## src/rtl/uart_buffered.sv

```systemverilog
// Memory-mapped UART with RX/TX FIFOs, runtime baud divisor, interrupt mask and sticky error flags.
// Optional parity support is compiled in when UART_PARITY_EN is defined.
module uart_buffered #(
  parameter int DEFAULT_PRESCALE = 50000000 / (9600 * 8),
  parameter int RX_FIFO_DEPTH    = 256,
  parameter int TX_FIFO_DEPTH    = 16,
  parameter int DATA_BITS        = 8
) (
  input  logic        i_clock,
  input  logic        i_reset,
  input  logic        i_request,
  input  logic        i_rw,
  input  logic [1:0]  i_address,
  input  logic [31:0] i_wdata,
  output logic [31:0] o_rdata,
  output logic        o_ready,
  output logic        o_interrupt,
  input  logic        UART_RX,
  output logic        UART_TX
);

  localparam int RX_AW = $clog2(RX_FIFO_DEPTH);
  localparam int TX_AW = $clog2(TX_FIFO_DEPTH);
  localparam int BW    = $clog2(DATA_BITS);
  localparam logic [BW-1:0] LAST_BIT = BW'(DATA_BITS - 1);

  typedef enum logic [2:0] {
    ST_IDLE,
    ST_START,
    ST_DATA,
    ST_PARITY,
    ST_STOP
  } uart_state_t;

  // ---------------------------------------------------------------------------
  // Registers and bus decode
  // ---------------------------------------------------------------------------
  logic [15:0] ctrl_div;
  logic        rxie, txie;
  logic        paren, parodd;
  logic [3:0]  sticky;
  logic [3:0]  sticky_set;

  logic access, rd_access, wr_access;
  logic data_rd, status_rd, ctrl_wr, data_wr;

  assign access    = i_request && !o_ready;
  assign rd_access = access && !i_rw;
  assign wr_access = access && i_rw;
  assign data_rd   = rd_access && (i_address == 2'd0);
  assign status_rd = rd_access && (i_address == 2'd1);
  assign ctrl_wr   = wr_access && (i_address == 2'd2);
  assign data_wr   = wr_access && (i_address == 2'd0);

  logic unused_wdata;
  assign unused_wdata = ^i_wdata[31:18];

  // ---------------------------------------------------------------------------
  // FIFO storage and pointers
  // ---------------------------------------------------------------------------
  logic [DATA_BITS-1:0] rx_mem [RX_FIFO_DEPTH];
  logic [DATA_BITS-1:0] tx_mem [TX_FIFO_DEPTH];
  logic [RX_AW:0] rx_wp, rx_rp, rx_count;
  logic [TX_AW:0] tx_wp, tx_rp;
  logic rx_empty, rx_full, tx_empty, tx_full;
  logic rx_push, rx_pop, rx_ovr_set, tx_push, tx_pop, tx_ovr_set;
  logic [DATA_BITS-1:0] rx_head, tx_head, rx_shift;
  logic rx_byte_ok;

  assign rx_empty = (rx_wp == rx_rp);
  assign rx_full  = (rx_wp[RX_AW] != rx_rp[RX_AW]) && (rx_wp[RX_AW-1:0] == rx_rp[RX_AW-1:0]);
  assign tx_empty = (tx_wp == tx_rp);
  assign tx_full  = (tx_wp[TX_AW] != tx_rp[TX_AW]) && (tx_wp[TX_AW-1:0] == tx_rp[TX_AW-1:0]);
  assign rx_count = rx_wp - rx_rp;
  assign rx_head  = rx_mem[rx_rp[RX_AW-1:0]];
  assign tx_head  = tx_mem[tx_rp[TX_AW-1:0]];

  // A simultaneous pop frees the slot, so a push into a full FIFO is accepted then.
  assign rx_pop     = data_rd && !rx_empty;
  assign rx_push    = rx_byte_ok && (!rx_full || rx_pop);
  assign rx_ovr_set = rx_byte_ok && rx_full && !rx_pop;
  assign tx_push    = data_wr && (!tx_full || tx_pop);
  assign tx_ovr_set = data_wr && tx_full && !tx_pop;

  always_ff @(posedge i_clock) begin
    if (rx_push) rx_mem[rx_wp[RX_AW-1:0]] <= rx_shift;
    if (tx_push) tx_mem[tx_wp[TX_AW-1:0]] <= i_wdata[DATA_BITS-1:0];
  end

  always_ff @(posedge i_clock or negedge i_reset) begin
    if (!i_reset) begin
      rx_wp <= '0;
      rx_rp <= '0;
      tx_wp <= '0;
      tx_rp <= '0;
    end else begin
      if (rx_push) rx_wp <= rx_wp + 1'b1;
      if (rx_pop)  rx_rp <= rx_rp + 1'b1;
      if (tx_push) tx_wp <= tx_wp + 1'b1;
      if (tx_pop)  tx_rp <= tx_rp + 1'b1;
    end
  end

  // ---------------------------------------------------------------------------
  // Baud tick: a divisor change is only picked up at the next reload
  // ---------------------------------------------------------------------------
  logic [15:0] tick_cnt, div_eff;
  logic        tick;

  assign div_eff = (ctrl_div == 16'd0) ? 16'd1 : ctrl_div;
  assign tick    = (tick_cnt == 16'd0);

  always_ff @(posedge i_clock or negedge i_reset) begin
    if (!i_reset) tick_cnt <= '0;
    else if (tick) tick_cnt <= div_eff - 16'd1;
    else tick_cnt <= tick_cnt - 16'd1;
  end

  // ---------------------------------------------------------------------------
  // Receiver
  // ---------------------------------------------------------------------------
  logic rx_sync1, rx_s, rx_prev, rx_fall;
  uart_state_t rx_state, rx_state_next;
  logic [2:0]    rx_tick_cnt;
  logic [BW-1:0] rx_bit_idx;
  logic rx_mid, rx_end, rx_par_bit, rx_par_en, rx_par_odd;
  logic rx_frame_err, rx_par_err;

  always_ff @(posedge i_clock or negedge i_reset) begin
    if (!i_reset) begin
      rx_sync1 <= 1'b1;
      rx_s     <= 1'b1;
      rx_prev  <= 1'b1;
    end else begin
      rx_sync1 <= UART_RX;
      rx_s     <= rx_sync1;
      rx_prev  <= rx_s;
    end
  end

  assign rx_fall = rx_prev && !rx_s;
  assign rx_mid  = tick && (rx_tick_cnt == 3'd3);
  assign rx_end  = tick && (rx_tick_cnt == 3'd7);

  always_comb begin
    rx_state_next = rx_state;
    rx_byte_ok    = 1'b0;
    rx_frame_err  = 1'b0;
    rx_par_err    = 1'b0;
    case (rx_state)
      ST_IDLE:   if (rx_fall) rx_state_next = ST_START;
      ST_START: begin
        if (rx_mid && rx_s) rx_state_next = ST_IDLE;
        else if (rx_end) rx_state_next = ST_DATA;
      end
      ST_DATA:   if (rx_end && rx_bit_idx == LAST_BIT) rx_state_next = rx_par_en ? ST_PARITY : ST_STOP;
      ST_PARITY: if (rx_end) rx_state_next = ST_STOP;
      ST_STOP: begin
        // Returning to idle mid-stop-bit leaves room to catch a back-to-back start edge.
        if (rx_mid) begin
          rx_state_next = ST_IDLE;
          if (!rx_s) rx_frame_err = 1'b1;
          else if (rx_par_en && (rx_par_bit != ((^rx_shift) ^ rx_par_odd))) rx_par_err = 1'b1;
          else rx_byte_ok = 1'b1;
        end
      end
      default:   rx_state_next = ST_IDLE;
    endcase
  end

  always_ff @(posedge i_clock or negedge i_reset) begin
    if (!i_reset) begin
      rx_state    <= ST_IDLE;
      rx_tick_cnt <= '0;
      rx_bit_idx  <= '0;
      rx_shift    <= '0;
      rx_par_bit  <= 1'b0;
      rx_par_en   <= 1'b0;
      rx_par_odd  <= 1'b0;
    end else begin
      rx_state <= rx_state_next;
      if (rx_state == ST_IDLE) begin
        rx_tick_cnt <= '0;
        rx_bit_idx  <= '0;
        rx_par_en   <= paren;
        rx_par_odd  <= parodd;
      end else if (tick) begin
        rx_tick_cnt <= rx_tick_cnt + 3'd1;
      end
      if (rx_state == ST_DATA && rx_mid) rx_shift <= {rx_s, rx_shift[DATA_BITS-1:1]};
      if (rx_state == ST_DATA && rx_end) rx_bit_idx <= rx_bit_idx + 1'b1;
      if (rx_state == ST_PARITY && rx_mid) rx_par_bit <= rx_s;
    end
  end

  // ---------------------------------------------------------------------------
  // Transmitter: frames start on a tick so every bit spans exactly 8 ticks
  // ---------------------------------------------------------------------------
  uart_state_t tx_state, tx_state_next;
  logic [2:0]    tx_tick_cnt;
  logic [BW-1:0] tx_bit_idx;
  logic [DATA_BITS-1:0] tx_shift;
  logic tx_end, tx_par_bit, tx_par_en, tx_line_next, tx_idle_empty;

  assign tx_end        = tick && (tx_tick_cnt == 3'd7);
  assign tx_idle_empty = tx_empty && (tx_state == ST_IDLE);

  always_comb begin
    tx_state_next = tx_state;
    tx_pop        = 1'b0;
    case (tx_state)
      ST_IDLE: begin
        if (tick && !tx_empty) begin
          tx_pop        = 1'b1;
          tx_state_next = ST_START;
        end
      end
      ST_START:  if (tx_end) tx_state_next = ST_DATA;
      ST_DATA:   if (tx_end && tx_bit_idx == LAST_BIT) tx_state_next = tx_par_en ? ST_PARITY : ST_STOP;
      ST_PARITY: if (tx_end) tx_state_next = ST_STOP;
      ST_STOP: begin
        if (tx_end) begin
          if (!tx_empty) begin
            tx_pop        = 1'b1;
            tx_state_next = ST_START;
          end else begin
            tx_state_next = ST_IDLE;
          end
        end
      end
      default:   tx_state_next = ST_IDLE;
    endcase
  end

  always_comb begin
    tx_line_next = 1'b1;
    case (tx_state_next)
      ST_START:  tx_line_next = 1'b0;
      ST_DATA:   tx_line_next = (tx_state == ST_DATA && tx_end) ? tx_shift[1] : tx_shift[0];
      ST_PARITY: tx_line_next = tx_par_bit;
      default:   tx_line_next = 1'b1;
    endcase
  end

  always_ff @(posedge i_clock or negedge i_reset) begin
    if (!i_reset) begin
      tx_state    <= ST_IDLE;
      tx_tick_cnt <= '0;
      tx_bit_idx  <= '0;
      tx_shift    <= '0;
      tx_par_bit  <= 1'b0;
      tx_par_en   <= 1'b0;
      UART_TX     <= 1'b1;
    end else begin
      tx_state <= tx_state_next;
      UART_TX  <= tx_line_next;
      if (tx_pop) begin
        tx_shift    <= tx_head;
        tx_par_bit  <= (^tx_head) ^ parodd;
        tx_par_en   <= paren;
        tx_tick_cnt <= '0;
        tx_bit_idx  <= '0;
      end else if (tx_state != ST_IDLE && tick) begin
        tx_tick_cnt <= tx_tick_cnt + 3'd1;
      end
      if (tx_state == ST_DATA && tx_end) begin
        tx_shift   <= tx_shift >> 1;
        tx_bit_idx <= tx_bit_idx + 1'b1;
      end
    end
  end

  // ---------------------------------------------------------------------------
  // Control register, sticky flags, read mux and interrupt
  // ---------------------------------------------------------------------------
  always_ff @(posedge i_clock or negedge i_reset) begin
    if (!i_reset) begin
      ctrl_div <= 16'(DEFAULT_PRESCALE);
      rxie     <= 1'b0;
      txie     <= 1'b0;
    end else if (ctrl_wr) begin
      ctrl_div <= i_wdata[15:0];
      rxie     <= i_wdata[16];
      txie     <= i_wdata[17];
    end
  end

`ifdef UART_PARITY_EN
  always_ff @(posedge i_clock or negedge i_reset) begin
    if (!i_reset) begin
      paren  <= 1'b0;
      parodd <= 1'b0;
    end else if (ctrl_wr) begin
      paren  <= i_wdata[18];
      parodd <= i_wdata[19];
    end
  end
`else
  assign paren  = 1'b0;
  assign parodd = 1'b0;
`endif

  // A flag raised in the same cycle as the clearing STATUS read survives it.
  assign sticky_set = {tx_ovr_set, rx_par_err, rx_frame_err, rx_ovr_set};

  always_ff @(posedge i_clock or negedge i_reset) begin
    if (!i_reset) sticky <= '0;
    else sticky <= (sticky & ~{4{status_rd}}) | sticky_set;
  end

  logic [31:0] rx_count_wide, status_word, ctrl_word, read_mux;
  logic [15:0] rx_count_sat;

  assign rx_count_wide = 32'(rx_count);
  assign rx_count_sat  = (|rx_count_wide[31:16]) ? 16'hFFFF : rx_count_wide[15:0];
  assign status_word   = {8'h00, rx_count_sat, sticky, tx_full, tx_idle_empty, rx_full, !rx_empty};
  assign ctrl_word     = {12'h000, parodd, paren, txie, rxie, ctrl_div};

  always_comb begin
    read_mux = 32'h0;
    case (i_address)
      2'd0:    read_mux = rx_empty ? 32'h0 : 32'(rx_head);
      2'd1:    read_mux = status_word;
      2'd2:    read_mux = ctrl_word;
      default: read_mux = 32'h0;
    endcase
  end

  always_ff @(posedge i_clock or negedge i_reset) begin
    if (!i_reset) begin
      o_ready     <= 1'b0;
      o_rdata     <= '0;
      o_interrupt <= 1'b0;
    end else begin
      o_ready     <= access;
      o_rdata     <= rd_access ? read_mux : 32'h0;
      o_interrupt <= (!rx_empty && rxie) || (tx_idle_empty && txie) || ((|sticky) && rxie);
    end
  end

endmodule

```

## config.mk

```make
export PLATFORM = sky130hd
export DESIGN_NAME = uart_buffered
export DESIGN_NICKNAME = d
export VERILOG_FILES = /design/src/rtl/uart_buffered.sv
export SDC_FILE = /design/constraint.sdc
export NUM_CORES = 2
export LEC_CHECK = 0
export ABC_AREA = 1
export BUFFER_PORTS_ARGS = -buffer_cell sky130_fd_sc_hd__buf_4
export CORE_ASPECT_RATIO = 2
export CORE_MARGIN = 10
export CORE_UTILIZATION = 25
export CTS_CLUSTER_SIZE = 40
export DETAILED_ROUTE_END_ITERATION = 6
export GPL_TIMING_DRIVEN = 0
export PLACE_DENSITY = 0.35
export SYNTH_ARGS = -nofsm -noshare
export SYNTH_HDL_FRONTEND = slang
export SYNTH_SLANG_ARGS = --single-unit
```

## constraint.sdc

```tcl
create_clock -name i_clock -period 11.1 [get_ports i_clock]
set_input_delay 0.555 -clock i_clock [delete_from_list [all_inputs] [get_ports i_clock]]
set_output_delay 0.555 -clock i_clock [all_outputs]
set_load 0.01 [all_outputs]
```

==> results.rst <==
.. list-table::
   :header-rows: 1

   * - Metric
     - Value
   * - Routed length on met3
     - 20160 um
   * - Maximum number of pins on one net before global-route repair
     - 83
   * - Routed WL
     - 531600 um
   * - # DRC
     - 1
   * - Core Area
     - 389200 um^2
   * - Avg Synthesized Cell Area
     - 10.72 um^2
   * - Number of flip-flops and latches in the synthesized netlist
     - 2301
   * - Startpoint type of the worst setup path
     - flip-flop
   * - I/O Buffers
     - 45
   * - Number of vias in the routed layout
     - 70442
   * - Num ports
     - 74
   * - Area taken by multi-input logic gates
     - 24070 um^2
   * - Initial cell density of the core
     - 0.2508
   * - Fraction of final layout cells sized beyond drive strength 1
     - 0.08170
   * - Critical path start-end classification
     - reg -> reg
   * - Delay of the slowest cell on the worst path
     - 1180 ps
   * - Top-count cell post-synth
     - sky130_fd_sc_hd__nand2_1
   * - Wire length of the first global-routing pass
     - 684000 um
   * - Count of mapped cells out of synthesis
     - 9103
   * - Library cell with the largest summed area after synthesis
     - sky130_fd_sc_hd__edfxtp_1
   * - Fin nets
     - 9532
   * - Max-slew violation total from the final report
     - 32
   * - Share of the clock period used by the worst path after layout
     - 0.6712
   * - Worst IR Drop VDD
     - 0.1683 mV
   * - Finish-stage setup viols
     - 0
   * - Post-synth EDFFs
     - 2176
   * - Internal portion of total power
     - 15.69 mW
   * - Area taken by flip-flops and latches
     - 68510 um^2
   * - Endpoint of the worst setup timing path
     - rx_mem[222][0]
   * - Family with the most delay on the worst path
     - simple AND/OR/NAND/NOR gates
   * - CTS H-tree lvls
     - 4
   * - Root Buffer Master
     - sky130_fd_sc_hd__clkbuf_16
   * - Portion of the post-synthesis area used by sequential elements
     - 0.7016
   * - Gr usage total
     - 0.2479
   * - Die width
     - 461.8 um
   * - Switching part of the total power
     - 0.4638
   * - Met2 routed WL
     - 279200 um
   * - Count of maximum capacitance violations
     - 3
   * - Die extent in y
     - 903.6 um
   * - Gate power share
     - 0.407
   * - Power Density
     - 259.0 nW/um^2
   * - Worst hold path class
     - in -> reg
   * - Number of buffers inserted during clock tree synthesis
     - 227
   * - Setup repair after global routing missed its margin
     - false
   * - Leading post-synthesis cells by instance count
     - sky130_fd_sc_hd__nand2_1, sky130_fd_sc_hd__edfxtp_1, sky130_fd_sc_hd__nor2_1
   * - Number of detailed-route iterations in the first pass
     - 7
   * - Critical path launch point
     - rx_rp[1]
   * - Buf/Inv on CP
     - 6
   * - Setup slack after placement
     - 3824 ps
   * - Crit-path max FO
     - 11
   * - Violation count after the first detailed-routing iteration
     - 6086
   * - Leftover overflow at the end of global routing
     - 0
   * - Post-route antenna net violation count
     - 0
   * - Layout filler cell count
     - 40523
   * - Worst-path cell with the longest stage delay
     - sky130_fd_sc_hd__nor2_1
   * - Kind of end point of the critical path
     - flip-flop
   * - Area share of the largest cell type after synthesis
     - 0.6695
   * - Worst reg2reg setup slack
     - 3650 ps
   * - Routability cong.
     - 0.9535
   * - Sw power
     - 13.57 mW
   * - Count of cell instances traversed by the critical path
     - 18
   * - Result of the run
     - complete, but fails checks
   * - Routed met1 length
     - 157200 um
   * - Count of synthesis-stage warnings from yosys
     - 0
   * - Post-synth ARST share
     - 0.05432
   * - Static Leakage
     - 45.10 nW
   * - Setup WS post-layout
     - 3650 ps
   * - Hold WS
     - 60.43 ps
   * - Crit path arrival time
     - 8010 ps
   * - Headroom to the max-slew limit
     - -0.03566
   * - Post-route clock skew
     - 75.70 ps
   * - Detailed-route vias per instance
     - 4.784
   * - Post-layout minimum cycle time
     - 7450 ps
   * - Mapped Area
     - 97600 um^2
   * - Violated checks
     - DRC, capacitance limit, slew limit
   * - Worst Reg-to-Reg Cells
     - 18
   * - Number of hold violations in the final report
     - 0
   * - Destination of the worst register-to-register timing path
     - rx_mem[222][0]
   * - Number of distinct library cells after synthesis
     - 49
   * - Clock tree buffer depth
     - 4
   * - Series of cell instances along the critical path
     - inv_2 -> buf_2 -> buf_2 -> buf_2 -> ha_1 -> nand2_1 -> nor2_1 -> nand4_1 -> or2_1 -> nand3_1 -> inv_2 -> nand2_4 -> nand2_2 -> nand2_4 -> nor2_2 -> nand2_1 -> buf_2 -> nor2_1
   * - Top post-synthesis cells by area
     - sky130_fd_sc_hd__edfxtp_1, sky130_fd_sc_hd__nand2_1, sky130_fd_sc_hd__nor2_1
   * - Placed cells
     - 14265
   * - Highest clock frequency the design can meet
     - 134.2 MHz
   * - Vias in the first global route
     - 70090
   * - Top sig layer
     - met5
   * - Core Rows
     - 324
   * - Origin of the critical flop-to-flop path
     - rx_rp[1]
   * - HPWL after detailed placement
     - 403400 um
   * - Clock-pin slew reported for the worst setup and hold paths after clock tree synthesis
     - 70 ps
   * - Top FF cell, synth
     - sky130_fd_sc_hd__edfxtp_1
   * - Worst Path Required
     - 11660 ps
   * - Die area
     - 417300 um^2
   * - Layout Area Growth over Synthesis
     - 15.77%
   * - Cell type with the highest occurrence count on the critical path
     - sky130_fd_sc_hd__buf_2
   * - Wirelength per Cell
     - 36.10 um
   * - TritonCTS Sinks
     - 2301
   * - Clock share of power
     - 0.269
   * - Sequential fraction of design power
     - 0.324
   * - Worst-skew pair later-pin latency
     - 970 ps
   * - Resized Gates After CTS
     - 0
   * - Post-route setup TNS
     - 0 ps
   * - Count of placed standard cells in the final layout, fillers left out
     - 14725
   * - CTS tree
     - built
   * - Number of antenna violations at the first check in global routing
     - 36
   * - Worst slew pin tran
     - 1553 ps
## per-stage QoR
step                      total power [mW]  cell area [um^2]    util
after CTS                            29.21            112900  0.2902
after global routing                 29.70            113000  0.2902
after floorplan                      14.28             97650       -
after global placement               21.35            104300  0.2680
after detailed placement             21.40            105600  0.2715
final                                29.27            113000  0.2904
## cell type report
type,count,area share
antenna,27,0.0005979
buffer,506,0.02153
clock buffer,278,0.05279
clock inverter,132,0.009600
inverter,738,0.02451
multi-input combinational,5571,0.2130
sequential,2301,0.6063
tap,5053,0.05595
timing repair buffer,119,0.01571
## per-layer routing
metal	up-vias	global-route usage
met5	-	0
met2	2720	0.4594
met3	1286	0.02942
li1	31183	-
met1	35245	0.2147
met4	8	0.2798
## sequential cells by signal, indices dropped and copies added (netlist names), 3 cells and up
name	cells
rx_mem	2048
sticky	4
tick_cnt	16
rx_tick_cnt	3
rx_state	3
tx_bit_idx	3
tx_state	3
o_rdata	18
tx_rp	5
rx_shift	8
tx_mem	128
tx_wp	5
tx_shift	8
rx_wp	9
tx_tick_cnt	3
ctrl_div	16
rx_rp	9
rx_bit_idx	3
## layout by cell type (no fill, tap or decap), types with 11 or more instances in the layout
cell type,instances
sky130_fd_sc_hd__a21oi_1,109
sky130_fd_sc_hd__buf_1,44
sky130_fd_sc_hd__buf_16,35
sky130_fd_sc_hd__buf_2,201
sky130_fd_sc_hd__buf_4,87
sky130_fd_sc_hd__buf_6,15
sky130_fd_sc_hd__bufinv_16,15
sky130_fd_sc_hd__clkbuf_1,225
sky130_fd_sc_hd__clkbuf_16,230
sky130_fd_sc_hd__clkbuf_2,27
sky130_fd_sc_hd__clkinv_1,56
sky130_fd_sc_hd__clkinv_2,38
sky130_fd_sc_hd__conb_1,14
sky130_fd_sc_hd__dfrtp_1,108
sky130_fd_sc_hd__diode_2,27
sky130_fd_sc_hd__dlygate4sd3_1,23
sky130_fd_sc_hd__edfxtp_1,2176
sky130_fd_sc_hd__ha_1,28
sky130_fd_sc_hd__inv_1,724
sky130_fd_sc_hd__inv_2,11
sky130_fd_sc_hd__nand2_1,2417
sky130_fd_sc_hd__nand3_1,734
sky130_fd_sc_hd__nand4_1,12
sky130_fd_sc_hd__nor2_1,1350
sky130_fd_sc_hd__nor2_2,29
sky130_fd_sc_hd__nor3_1,14
sky130_fd_sc_hd__o211ai_1,71
sky130_fd_sc_hd__o21ai_0,617
sky130_fd_sc_hd__o21ai_1,29
sky130_fd_sc_hd__o22ai_1,32
sky130_fd_sc_hd__or2_2,21
sky130_fd_sc_hd__xor2_1,37
## power by group through the flow
| stage | Combinational [mW] | Sequential [mW] | Clock [mW] |
|---|---|---|---|
| after floorplan | 4.64 | 9.64 | 0 |
| after global placement | 11.7 | 9.67 | 0 |
| after detailed placement | 11.7 | 9.67 | 0 |
| after CTS | 11.8 | 9.48 | 7.98 |
| after global routing | 12.0 | 9.48 | 8.26 |
| final | 11.9 | 9.48 | 7.88 |
## worst reg2reg max path: stages (launching register included)
cell and delay (ps):
sky130_fd_sc_hd__dfrtp_1 470, sky130_fd_sc_hd__inv_2 330, sky130_fd_sc_hd__buf_2 530, sky130_fd_sc_hd__buf_2 610, sky130_fd_sc_hd__buf_2 660, sky130_fd_sc_hd__ha_1 380
sky130_fd_sc_hd__nand2_1 70, sky130_fd_sc_hd__nor2_1 50, sky130_fd_sc_hd__nand4_1 120, sky130_fd_sc_hd__or2_1 180, sky130_fd_sc_hd__nand3_1 100, sky130_fd_sc_hd__inv_2 180
sky130_fd_sc_hd__nand2_4 160, sky130_fd_sc_hd__nand2_2 170, sky130_fd_sc_hd__nand2_4 150, sky130_fd_sc_hd__nor2_2 230, sky130_fd_sc_hd__nand2_1 770, sky130_fd_sc_hd__buf_2 690
sky130_fd_sc_hd__nor2_1 1210
## worst min path at each step
stage | from | endpoint | slack (ps) | cells after the start
2_1_floorplan | i_reset | ctrl_div[10] | 260 | 0
3_3_place_gp | rx_sync1 | rx_s | 350 | 0
3_5_place_dp | rx_sync1 | rx_s | 350 | 0
4_1_cts | i_wdata[5] | ctrl_div[5] | 20 | 3
5_1_grt | i_wdata[5] | tx_mem[8][5] | 70 | 1
6_report | i_wdata[5] | ctrl_div[5] | 60 | 3
## cell families after synthesis
| logic type | after synthesis | synth area share |
|---|---|---|
| buffers and inverters | 1244 | 0.05283 |
| DFF | 2301 | 0.7016 |
| adders and majority gates | 29 | 0.003795 |
| other | 1 | 0.00003842 |
| AOI/OAI and AO/OA | 884 | 0.04834 |
| muxes | 2 | 0.0002307 |
| xor gates and xnor gates | 43 | 0.003859 |
| and+or+nand+nor | 4599 | 0.1893 |
## repair_timing
item	CTS	global route
buffers inserted	0	0
hold buffers	23	0
hold endpoints to repair	122	0
Power figures use the tool's default switching activity.
